[src/rtl/register_chain.sv]
// register_chain: DEPTH-stage, WIDTH-bit register chain with SHIFT, ROTATE,
// COUNT and HOLD operations, a saturating fill counter and a full flag.
// All state is registered; the outputs are plain views of that state.
module register_chain #(
    parameter int WIDTH = 4,
    parameter int DEPTH = 3
) (
    input  logic                           clk_i,
    input  logic                           reset_i,
    input  logic                           clear_i,
    input  logic                           en_i,
    input  logic [1:0]                     mode_i,
    input  logic [WIDTH-1:0]               data_i,
    output logic [DEPTH*WIDTH-1:0]         stages_o,
    output logic [WIDTH-1:0]               data_o,
    output logic [$clog2(DEPTH+1)-1:0]     fill_o,
    output logic                           valid_o
);

    localparam int FILL_W = $clog2(DEPTH+1);

    typedef enum logic [1:0] {
        MODE_SHIFT  = 2'b00,
        MODE_ROTATE = 2'b01,
        MODE_COUNT  = 2'b10,
        MODE_HOLD   = 2'b11
    } mode_t;

    mode_t             mode;
    logic [WIDTH-1:0]  stage [DEPTH];
    logic [FILL_W-1:0] fill;

    assign mode = mode_t'(mode_i);

    // Fill count grows by one per loaded value and sticks at DEPTH.
    function automatic logic [FILL_W-1:0] fill_sat_inc(input logic [FILL_W-1:0] f);
        if (f == FILL_W'(DEPTH)) begin
            return f;
        end
        return f + FILL_W'(1);
    endfunction

    // Stage-0 counter wraps modulo 2^WIDTH.
    function automatic logic [WIDTH-1:0] count_wrap_inc(input logic [WIDTH-1:0] v);
        return v + WIDTH'(1);
    endfunction

    // Chain and fill update: reset, then clear, then enabled operation.
    always_ff @(posedge clk_i) begin
        if (reset_i || clear_i) begin
            for (int k = 0; k < DEPTH; k++) begin
                stage[k] <= '0;
            end
            fill <= '0;
        end else if (en_i && (mode != MODE_HOLD)) begin
            // Every stage k>0 takes the pre-edge value of stage k-1.
            for (int k = 1; k < DEPTH; k++) begin
                stage[k] <= stage[k-1];
            end
            case (mode)
                MODE_SHIFT: begin
                    stage[0] <= data_i;
                    fill     <= fill_sat_inc(fill);
                end
                MODE_ROTATE: begin
                    stage[0] <= stage[DEPTH-1];
                end
                MODE_COUNT: begin
                    stage[0] <= count_wrap_inc(stage[0]);
                    fill     <= fill_sat_inc(fill);
                end
                default: begin
                end
            endcase
        end
    end

    // Flatten the stages onto the output bus, stage k at [k*WIDTH +: WIDTH].
    always_comb begin
        stages_o = '0;
        for (int k = 0; k < DEPTH; k++) begin
            stages_o[k*WIDTH +: WIDTH] = stage[k];
        end
    end

    assign data_o  = stage[DEPTH-1];
    assign fill_o  = fill;
    assign valid_o = (fill == FILL_W'(DEPTH));

endmodule

[config.mk]
export PLATFORM = sky130hd
export DESIGN_NAME = register_chain
export DESIGN_NICKNAME = d
export VERILOG_FILES = /design/src/rtl/register_chain.sv
export SDC_FILE = /design/constraint.sdc
export NUM_CORES = 1
export LEC_CHECK = 0
export CELL_PAD_IN_SITES_DETAIL_PLACEMENT = 0
export CELL_PAD_IN_SITES_GLOBAL_PLACEMENT = 1
export CORE_MARGIN = 2
export CORE_UTILIZATION = 32
export DETAILED_ROUTE_END_ITERATION = 10
export PLACE_DENSITY_LB_ADDON = 0.05
export REMOVE_ABC_BUFFERS = 1
export SKIP_LAST_GASP = 1
export SYNTH_ARGS = -nofsm -noshare
export SYNTH_HDL_FRONTEND = slang
export SYNTH_SLANG_ARGS = --single-unit
export TNS_END_PERCENT = 20
[constraint.sdc]
create_clock -name clk_i -period 1.3 [get_ports clk_i]
set_input_delay 0.26 -clock clk_i [delete_from_list [all_inputs] [get_ports clk_i]]
set_output_delay 0.26 -clock clk_i [all_outputs]
set_load 0.005 [all_outputs]
==> summary.txt <==
Run status
  – Status: finished, violations left
  – Failing checks: negative setup slack

Floorplan
  – CORE AREA: roughly 2200 sq um
  – Die Span X: 52.0 microns
  – # IOs: 29
  – Die area: about 2700 sq um
  – Starting Density: about a third
  – Die outline height: a little over 50 microns
  – Std cell rows: 17

Setup path
  – CP Capture Type: output pin
  – Crit-path cells: clkdlybuf4s50_1
  – Setup CP Type: flop to output pin
  – Top fanout value on the critical path: 3
  – WP data required: between 1 and 1.5 ns
  – Worst EP arrival: between 1 and 1.5 ns
  – CP delay by family, top: buffers and inverters
  – Slowest stage delay, CP: roughly 0.51 ns
  – Worst path bufs/invs: 1
  – Setup crit start kind: flop
  – Crit-path slowest cell: clkdlybuf4s50_1

STA
  – Rel. slew slack: 82.0%
  – Final setup viols: 17
  – Period utilization: 109%
  – Fmax: just over 0.7 GHz
  – RSZ-0062 raised after global routing: true
  – Fin. max-slew vios: 0
  – Layout Skew: between 0.0002 and 0.00025 ns
  – Min cycle time layout: roughly 1.4 ns
  – Final worst slack: -0.120 ns
  – Measured slew at the worst slew-check pin: approximately 0.27 ns
  – Final Hold Vio Count: 0
  – Setup TNS: -1.02 ns

Global route
  – First-pass GRT wire length: around 2800 microns
  – GRT Residual Overflow: 0
  – Initial antenna violation count: 0
  – Vias in the first global route: ~600
  – GRT Overall Usage: between 10% and 20%
  – Largest net degree at the start of global routing: 9

Layout
  – Register Area: about 400 sq um
  – Final Util: about 56%
  – Fillers: around 200
  – Multi-input gate area: roughly 320 sq um
  – Cell area after layout: 1230 sq um
  – Layout cell share with drive strength beyond 1: around a third
  – Ant. Diodes: 0
  – Final #Nets: between 100 and 150
  – Area grow syn2layout: 67.1%

Logic synthesis
  – Mean area per synthesized cell: around 13 sq um
  – Synth warn: 0
  – Yosys cell types: 25
  – Sequential area share after synthesis: 54.3%
  – Flop and latch count out of synthesis: 14
  – Most frequent cell after synthesis: edfxtp_1
  – Synth area leader: edfxtp_1
  – Synth Flop Type: edfxtp_1
  – EDFF count, synth: 12
  – Synth cell count leaders: edfxtp_1 (12), and2_1 (8), mux2i_1 (5)
  – Post-synth top area share: roughly half
  – Async SR Flop Fraction: 0%
  – Synth top area cells: edfxtp_1 (49%), and2_1 (6.8%), mux2i_1 (6.8%), dfxtp_1 (5.4%), buf_4 (4.1%)
  – Synthesized area: between 700 and 800 sq um
  – Mapped Cells: 58

Place
  – Hpwl dp: around 1300 microns
  – Gpl congestion: roughly 0.73
  – Dpl ws: -0.418 ns
  – I/O Buffers: 28
  – Placed Area: 1090 sq um

Power
  – Switch share: between 20% and 30%
  – Combinational Power Share: 20.6%
  – Peak VDD IR: just under 500 uV
  – P_int: between 0.7 and 0.8 mW
  – Power Total: 0.968 mW
  – Switching power: 0.222 mW
  – Clock power frac: about a quarter
  – Leak: 0.615 nW
  – Power Dens Cells: just under 800 nW/um^2
  – Sequential power share: a little over half

Flow run
  – Max-cap violation count: 0

Route
  – Routed vias/inst: between 4 and 5
  – Routed Antenna Nets: 0
  – Routed len/inst: ~13 microns
  – Detailed Route WL: ~1700 microns
  – Detailed-router iteration count before antenna repair: 4
  – DRC: 0
  – Via count: 626
  – Iter 0 DRT Violations: 10

CTS
  – Clock net sink count: 14
  – Root Buffer: clkbuf_4
  – Clk_lat worst skew: 0.27 ns
  – Clk slew on worst S/H paths: about 0.080 ns
  – TritonCTS clock tree: yes
  – Worst-case clock buffer depth: 2
  – CTS buffer count: 3
  – H-Tree Depth: 1

Min path
  – Hold crit path type: input port to flop
-- final timing paths --
path / depth (start not counted) / slack, ns / start / to
worst max register to register: 5 / -0.06 / stage[0][1] / stage[0][2]
worst min-delay path: 5 / 0.55 / mode_i[0] / fill_o[0]
worst min register to register: 1 / 0.57 / stage[0][6] / stage[0][10]
worst max-delay path: 1 / -0.12 / stage[0][9] / data_o[1]
-- sequential cells by signal, summed over array words and instances, names as in the netlist --
register and cells:
fill_o 2, stage 12
-- cells by family (layout without fill, tap and decap cells) --
| logic type | count (synthesis) | after routing | share of synthesized area, % |
|---|---|---|---|
| AND/OR/NAND/NOR | 23 | 23 | 19.0 |
| flip-flops | 14 | 14 | 54.3 |
| AO/OA/AOI/OAI | 7 | 7 | 8.49 |
| multiplexers | 5 | 5 | 6.79 |
| buffers and inverters | 5 | 54 | 5.60 |
| adder cells (fa/ha/maj) | 2 | 2 | 3.40 |
| XOR/XNOR | 2 | 2 | 2.38 |
-- area by class of cell --
| class | instances | area share [%] |
|---|---|---|
| clock buffers | 3 | 1.83 |
| clock inverters | 1 | 0.305 |
| flip-flops and latches | 14 | 32.7 |
| well taps | 28 | 2.85 |
| multi-input cells | 39 | 25.7 |
| repair buffers | 50 | 36.6 |
-- metal layers --
metal,up-vias,global-route usage (%),routed length (microns)
met4,0,5.26,16
met5,-,0,0
met3,2,2.87,95
li1,304,-,-
met1,300,19.6,792
met2,20,22.4,807
-- cell usage in the layout, fill, tap and decap left out, types with 2 or more instances in the layout --
| cell | netlist | final |
|---|---|---|
| nor2_1 | 2 | 2 |
| nand3_1 | 2 | 2 |
| and2_1 | 8 | 8 |
| buf_4 | 4 | 21 |
| dfxtp_2 | 0 | 2 |
| clkbuf_4 | 0 | 3 |
| edfxtp_1 | 12 | 12 |
| dlygate4sd2_1 | 0 | 7 |
| or2_2 | 2 | 2 |
| dlymetal6s2s_1 | 0 | 6 |
| clkdlybuf4s50_1 | 0 | 14 |
| mux2i_1 | 5 | 5 |
| nor3_1 | 2 | 2 |
| nand2_1 | 2 | 2 |
-- timing repair --
| item | in CTS | in global routing |
|---|---|---|
| setup buffers | 7 | 4 |
| resized for setup | 11 | 12 |
| gates cloned | 0 | 0 |
| hold buffers | 0 | 0 |
| endpoints found under the hold margin | 0 | 0 |
| endpoints found under the setup margin | 42 | 36 |
| pin swaps | 0 | 1 |
-- per-stage QoR --
stage / hold WS (ns) / cells
floorplan: 0.337 / 53
global placement: 0.545 / 120
detailed placement: 0.551 / 120
CTS: 0.575 / 131
global route: 0.603 / 135
finish: 0.553 / 135
-- power by group through the flow --
stage,Sequential (mW),Combinational (mW),Clock [mW]
floorplan,0.536,0.0470,0
global placement,0.535,0.178,0
detailed placement,0.535,0.176,0
CTS,0.521,0.189,0.254
global route,0.523,0.217,0.274
finish,0.519,0.199,0.249
(Power assumes the default switching activity.)
